File: src/rtl/hmc_rf_arbiter.sv
// hmc_rf_arbiter: round-robin sharing of one openHMC register-file port among NUM_REQ requesters.
// Define HMC_RF_ARB_TIMEOUT_EN to build the WAIT watchdog (2^TIMEOUT_LOG cycles).
module hmc_rf_arbiter #(
    parameter int NUM_REQ       = 2,
    parameter int HMC_RF_AWIDTH = 4,
    parameter int HMC_RF_WWIDTH = 64,
    parameter int HMC_RF_RWIDTH = 64,
    parameter int TIMEOUT_LOG   = 8
) (
    input  logic                               clk_hmc,
    input  logic                               res_hmc,
    input  logic [NUM_REQ-1:0]                 req,
    input  logic [NUM_REQ-1:0]                 req_write,
    input  logic [NUM_REQ*HMC_RF_AWIDTH-1:0]   req_address,
    input  logic [NUM_REQ*HMC_RF_WWIDTH-1:0]   req_wdata,
    output logic [NUM_REQ-1:0]                 grant,
    output logic [NUM_REQ-1:0]                 done,
    output logic [HMC_RF_RWIDTH-1:0]           rsp_rdata,
    output logic                               rsp_invalid,
    output logic                               rsp_timeout,
    output logic [HMC_RF_AWIDTH-1:0]           rf_address,
    output logic [HMC_RF_WWIDTH-1:0]           rf_write_data,
    output logic                               rf_read_en,
    output logic                               rf_write_en,
    input  logic [HMC_RF_RWIDTH-1:0]           rf_read_data,
    input  logic                               rf_access_complete,
    input  logic                               rf_invalid_address
);
    localparam int PW = $clog2(NUM_REQ);
    localparam logic [PW:0] NR = (PW+1)'(NUM_REQ);
    localparam logic [PW-1:0] LAST = PW'(NUM_REQ - 1);
    localparam logic [NUM_REQ-1:0] ONE = NUM_REQ'(1);
    typedef enum logic [1:0] {IDLE, ISSUE, WAIT} state_t;
    state_t state_q;
    logic [PW-1:0] ptr_q, win_q, win_d, off;
    logic [NUM_REQ-1:0] rot, grant_q, done_q;
    logic [PW:0] sum;
    logic rd_en_q, wr_en_q, wr_q, inv_q;
    logic [HMC_RF_AWIDTH-1:0] addr_q;
    logic [HMC_RF_WWIDTH-1:0] wdata_q;
    logic [HMC_RF_RWIDTH-1:0] rdata_q;
    logic [HMC_RF_AWIDTH-1:0] addr_a [NUM_REQ];
    logic [HMC_RF_WWIDTH-1:0] wdata_a [NUM_REQ];
`ifdef HMC_RF_ARB_TIMEOUT_EN
    localparam logic [TIMEOUT_LOG-1:0] LIM = TIMEOUT_LOG'((1 << TIMEOUT_LOG) - 2);
    logic [TIMEOUT_LOG-1:0] cnt_q;
    logic to_q;
`endif
    genvar g;
    generate
        for (g = 0; g < NUM_REQ; g++) begin : g_unpack
            assign addr_a[g]  = req_address[g*HMC_RF_AWIDTH +: HMC_RF_AWIDTH];
            assign wdata_a[g] = req_wdata[g*HMC_RF_WWIDTH +: HMC_RF_WWIDTH];
        end
    endgenerate
    // Rotate so ptr sits at bit 0; the lowest set bit is the offset of the winner.
    always_comb begin
        rot = NUM_REQ'({req, req} >> ptr_q);
        off = '0;
        for (int k = NUM_REQ - 1; k >= 0; k--) off = rot[k] ? PW'(k) : off;
        sum = {1'b0, ptr_q} + {1'b0, off};
        win_d = sum >= NR ? PW'(sum - NR) : sum[PW-1:0];
    end
    always_ff @(posedge clk_hmc or posedge res_hmc) begin
        if (res_hmc) begin
            state_q <= IDLE;
            ptr_q   <= '0;
            win_q   <= '0;
            grant_q <= '0;
            done_q  <= '0;
            rd_en_q <= 1'b0;
            wr_en_q <= 1'b0;
            wr_q    <= 1'b0;
            addr_q  <= '0;
            wdata_q <= '0;
            rdata_q <= '0;
            inv_q   <= 1'b0;
`ifdef HMC_RF_ARB_TIMEOUT_EN
            cnt_q   <= '0;
            to_q    <= 1'b0;
`endif
        end else begin
            grant_q <= '0;
            done_q  <= '0;
            rd_en_q <= 1'b0;
            wr_en_q <= 1'b0;
            case (state_q)
                IDLE: if (|req) begin
                    state_q <= ISSUE;
                    win_q   <= win_d;
                    ptr_q   <= win_d == LAST ? '0 : win_d + PW'(1);
                    wr_q    <= req_write[win_d];
                    addr_q  <= addr_a[win_d];
                    wdata_q <= wdata_a[win_d];
                    grant_q <= ONE << win_d;
                    wr_en_q <= req_write[win_d];
                    rd_en_q <= !req_write[win_d];
                end
                ISSUE: begin
                    state_q <= WAIT;
`ifdef HMC_RF_ARB_TIMEOUT_EN
                    cnt_q   <= '0;
`endif
                end
                WAIT: begin
`ifdef HMC_RF_ARB_TIMEOUT_EN
                    cnt_q <= cnt_q + TIMEOUT_LOG'(1);
`endif
                    if (rf_access_complete) begin
                        state_q <= IDLE;
                        done_q  <= ONE << win_q;
                        rdata_q <= wr_q ? '0 : rf_read_data;
                        inv_q   <= rf_invalid_address;
`ifdef HMC_RF_ARB_TIMEOUT_EN
                        to_q    <= 1'b0;
                    end else if (cnt_q == LIM) begin
                        state_q <= IDLE;
                        done_q  <= ONE << win_q;
                        rdata_q <= '0;
                        inv_q   <= 1'b0;
                        to_q    <= 1'b1;
`endif
                    end
                end
                default: state_q <= IDLE;
            endcase
        end
    end
    assign grant         = grant_q;
    assign done          = done_q;
    assign rsp_rdata     = rdata_q;
    assign rsp_invalid   = inv_q;
    assign rf_address    = addr_q;
    assign rf_write_data = wdata_q;
    assign rf_read_en    = rd_en_q;
    assign rf_write_en   = wr_en_q;
`ifdef HMC_RF_ARB_TIMEOUT_EN
    assign rsp_timeout   = to_q;
`else
    // Constant 0; the comparison only keeps TIMEOUT_LOG referenced without the watchdog.
    assign rsp_timeout   = TIMEOUT_LOG < 0;
`endif
endmodule

File: config.mk
export PLATFORM = sky130hd
export DESIGN_NAME = hmc_rf_arbiter
export DESIGN_NICKNAME = d
export VERILOG_FILES = /design/src/rtl/hmc_rf_arbiter.sv
export SDC_FILE = /design/constraint.sdc
export NUM_CORES = 1
export LEC_CHECK = 0
export CORE_AREA = 2 2 136 138
export CTS_CLUSTER_DIAMETER = 40
export DETAILED_ROUTE_END_ITERATION = 16
export DIE_AREA = 0 0 138 140
export PLACE_DENSITY_LB_ADDON = 0.12
export SYNTH_ARGS = -nofsm -noshare
export SYNTH_HDL_FRONTEND = slang
export SYNTH_SLANG_ARGS = --single-unit
File: constraint.sdc
create_clock -name clk_hmc -period 8.15 [get_ports clk_hmc]
set_input_delay 1.2225 -clock clk_hmc [delete_from_list [all_inputs] [get_ports clk_hmc]]
set_output_delay 1.2225 -clock clk_hmc [all_outputs]
set_load 0.01 [all_outputs]
* Word level (Yosys, flattened, before mapping)
Cells that the tools add are included.
** Word-level totals
- Register bits :: 144
- Bits in latches :: 0
- Memory bits (writable) :: 0
- Memory bits (read-only) :: 0
- Input bits :: 208
- Output and inout port bits :: 140
- Word-level logic and storage cells :: 56
- Memories :: 0
** Operators by class
- Add/subtract/negate cells :: 3
- Multiply operators :: 0
- Div/mod/pow operators :: 0
- $lt $le $gt $ge :: 3
- Eq/ne operators :: 4
- Shift operators :: 3
- Muxes and demuxes :: 24
- Bitwise logic cells :: 1
- Reductions and logical operators :: 6
** Operators with widths (number)
- 2-to-1 mux 64 bit :: 4
- 2-to-1 mux 2 bit :: 6
- 2-to-1 mux 4 bit :: 3
- 2-to-1 mux 1 bit :: 10
- case mux 2 bit (3 select lines) :: 1
- AND reduction 2 bit :: 3
- >= comparator 2 bit, second input constant :: 2
- inequality test 2 bit, second input constant :: 2
- << shifter 1 x 1 -> 2 bit, first input constant :: 2
- >> shifter 4 x 1 -> 2 bit :: 1
- adder 1 x 1 -> 2 bit :: 1
- == test 2 x 1 -> 1 bit, second input constant :: 1
- == test 2 bit, second input constant :: 1
- logical NOT 2 bit :: 1
- less-than comparator 1 x 2 -> 1 bit, second input constant :: 1
- inverter 1 -> 2 bit :: 1
- OR reduction 2 bit :: 1
- adder 1 bit, second input constant :: 1
- logical NOT 1 bit :: 1
- subtractor 1 bit, second input constant :: 1

* Logic depth before layout (Yosys ltp)
- Depth after elaboration :: 11
- Mapped depth :: 6

* Worst setup path before layout
OpenSTA, ideal clock, no wires.
- Path type :: input to register
- From :: input req[0]
- To :: register wdata_q[63], in the netlist rf_write_data[63]
- Setup time :: 126 ps
- Arrival time :: 2052 ps
- Setup slack :: 5972 ps
- Stages :: 5
- Path through :: nand2b_1 -> and3_1 -> buf_6 -> buf_6 -> a221o_1
** Between the ends
- Word-level cells in the longest chain between the ends :: 10
** RTL lines
- start, declared :: RTL line 12 : input logic [NUM_REQ-1:0] req,
- >> shifter 4 x 1 -> 2 bit :: RTL line 58 : rot = NUM_REQ'({req, req} >> ptr_q);
- 2-to-1 mux 1 bit (2 in series) :: RTL line 60 : for (int k = NUM_REQ - 1; k >= 0; k--) off = rot[k] ? PW'(k) : off;
- adder 1 x 1 -> 2 bit :: RTL line 61 : sum = {1'b0, ptr_q} + {1'b0, off};
- >= comparator 2 bit / subtractor 1 bit (equally long branches) :: RTL line 62 : win_d = sum >= NR ? PW'(sum - NR) : sum[PW-1:0];
- 2-to-1 mux 1 bit :: RTL line 62
- inverter 1 -> 2 bit (implied by the code) :: RTL line 94 : wdata_q <= wdata_a[win_d];
- 2-to-1 mux 64 bit (implied by the code) (3 in series) :: RTL line 94
- end signal, assigned :: RTL line 94
- end, declared :: RTL line 40 : logic [HMC_RF_WWIDTH-1:0] wdata_q;
Parallel ways exist; a longest one is shown, timed or not. The select of a mux whose other input is x is not followed.
A chain may end at the register's enable or synchronous reset.

* Final worst setup path
- From :: input req[1]
- To :: register wdata_q[61], in the netlist rf_write_data[61]
Same word-level chain as after synthesis.

==> metrics <==
fill count between 1k and 1.5k; CTS Sinks 144; Clock Latency Late Sink about 420 ps; pin count of the biggest net entering global routing 132; Port Buffers 346; crit end category register; Die Y-Extent 140 um; post-synthesis cell count approximately 550; critical path required time 8440 ps; post-route cell area 10400 um^2; Hold Path Class reg2reg; CTS Buf Count 17; layout cells sized above 1 4.86%; YS warnings 0; Layout area overhead 66.7%; 1st-iter DRT viols 250; number of global-route vias before repair 5900; DP Cell Count 1082; wire per inst between 15 and 20 um; FP Rows 49; post-CTS setup buffer count 0; register area 3600 um^2; Worst Setup Path Type in2reg; Synth Register Bits 144; die area 19300 um^2; Root Buffer clkbuf_16; CTS max path bufs 2; library cells used by synthesis 29; Setup violations, final 0; reg2reg path depth 4; hold buffers post-CTS 0; drt drc 0; Worst setup SP type primary input; RSZ-0062 raised after global routing false; headroom to the max-slew limit between 10% and 20%; Seq/Total Area, Yosys 57.9%; I/O pin cnt between 300 and 400; Clock H-tree levels 4; vias per inst between 4 and 5; status complete, no violations; Tcrit/Tclk final 37.6%; core area 17800 um^2; WHS around 420 ps; vias 5528; GP Congestion 0.849; non-filler cells, final 1114; width of the die 138 um; # diodes 0; Power, Total 3.69 mW; WP data arrival ~3400 ps; area occupied by multi-input gates 2320 um^2; Post-Syn Nets 762; pwr dens 356 nW/um^2; Pre-Repair DR Iteration Count 4; post-cts resize count 0; TritonCTS clock tree yes; min Tclk post-route 3060 ps; HPWL Detailed 14.6 mm; max-cap violations 0; Hold Fails Final Rpt 0; Synth Cell Area 6220 um^2; Min-Delay Path Depth 1; maximum fanout along the worst path 71; DRT Wirelength 20.4 mm; Net count, final around 1.1k; max-slew violations 0; leakage power 4.34 nW; Sum Neg Setup Slack 0 ps; clk_skew 7.55 ps; placed inst area 9740 um^2; starting density of the core between 30% and 40%; worst IR drop on VDD between 0.00015 and 0.0002 V; Avg Cell Area, Syn 11.2 um^2; worst-margin pin slew 1260 ps; Worst-path clk slew around 60 ps; antenna violations before repair 0; first-pass GRT wire length 32.4 mm; Fmax achieved about 330 MHz; Tot GR Track Use 21.2%; total global routing overflow 0; Detail Route Antenna Nets 0
cells in the final DEF, fill, tap and decap left out, drive strengths merged:
cell           synthesis  routed
nand3b                 1       1
clkinvlp               0       2
conb                   1       1
or2                    2       2
nor2b                  1       1
o31ai                  1       1
inv                    4       5
clkdlybuf4s50          0     346
a21bo                  1       1
a21boi                68      68
clkbuf                24      23
clkinv                 0       2
a21oi                  2       2
nor3                   1       1
nand2b                66      66
o211a                  1       1
buf                   29       6
dfrtp                144     144
o21ai                 64      64
mux2                   1       1
nor2                   4       4
mux2i                  1       1
o21a                   1       1
a221o                 68      68
o22ai                  1       1
bufinv                 0       4
and3                   2       2
nand2                 66      66
final cells by class:
| type | instances | area share [%] |
|---|---|---|
| multi-input combinational | 353 | 22.4 |
| timing repair buffer | 352 | 33.8 |
| clock inverter | 9 | 1.48 |
| sequential | 144 | 34.8 |
| clock buffer | 23 | 4.61 |
| inverter | 4 | 0.193 |
| tap | 229 | 2.76 |
worst max-delay path, cell delays in order:
cell	delay [ps]
clkdlybuf4s50_1	520
or2_2	960
a21boi_0	280
a221o_1	320
per-layer routing:
metal | vias up | part of all wire, % | global-route usage (%)
met5 | - | 0 | 0
met4 | 0 | 2.9 | 8.92
met3 | 37 | 7.3 | 6.63
met2 | 240 | 50 | 36.1
met1 | 2632 | 40 | 25.0
li1 | 2619 | - | -
cells in the mapped netlist:
cell type    n  area (um^2)
nand2b_1    66          413
nor2_1       3         11.3
and3_1       2         12.5
o31ai_1      1         7.51
mux2_2       1         11.3
a221o_1     68          681
clkbuf_1    24         90.1
nand3b_1     1         7.51
buf_6        8         90.1
nor2b_1      1         6.26
buf_2       20          100
inv_1        4         15.0
or2_1        1         6.26
a21bo_2      1         10.0
nor2_4       1         11.3
conb_1       1         3.75
a21boi_0    51          383
o21a_1       1         7.51
o22ai_1      1         6.26
a21boi_1    17          128
nor3_1       1         5.00
nand2_1     66          248
or2_2        1         6.26
dfrtp_1    144         3600
mux2i_1      1         10.0
o211a_1      1         10.0
o21ai_0     64          320
buf_4        1         7.51
a21oi_1      2         10.0
worst paths after layout:
check / startpoint / endpoint / slack, ps
worst max register to register: state_q[0] / rf_write_data[49] / 5670
min in group asynchronous: res_hmc / rsp_rdata[9] / 1260
worst min-delay path: win_q / done[0] / 420
worst min register to register: win_q / done[0] / 420
worst max-delay path: req[1] / rf_write_data[61] / 5090
max in group asynchronous: res_hmc / rf_write_data[62] / 5440
power by group:
part           internal [mW]  leakage, nW  total [mW]  switching (mW)
sequential              1.03         1.82        1.19           0.167
clock                  0.537        0.304       0.833           0.296
combinational          0.928         2.22        1.66           0.733
cell families (layout without fill, tap and decap cells):
group                  count (synthesis)  count (layout)  synth area share [%]
muxes                                  2               2                 0.342
buffers and inverters                 57             388                  4.87
DFF                                  144             144                  57.9
and+or+nand+nor                      143             143                  11.7
other                                  1               1                0.0603
AOI/OAI and AO/OA                    207             207                  25.1
flip-flops by register name (all words and copies together), names as in the netlist:
| signal | flops |
|---|---|
| state_q | 2 |
| wr_q | 1 |
| rf_address | 4 |
| win_q | 1 |
| rf_write_en | 1 |
| rsp_rdata | 64 |
| rf_read_en | 1 |
| ptr_q | 1 |
| rsp_invalid | 1 |
| done | 2 |
| rf_write_data | 64 |
| grant | 2 |
metrics by stage:
| step | util [%] | setup WS [ps] |
|---|---|---|
| 2_1_floorplan | - | 3060 |
| 5_1_grt | 58.3 | 4890 |
| 3_5_place_dp | 54.8 | 4670 |
| 4_1_cts | 58.3 | 5120 |
| 3_3_place_gp | 54.8 | 4770 |
| 6_report | 58.3 | 5090 |
No activity file was read; power rests on OpenSTA's default activity.
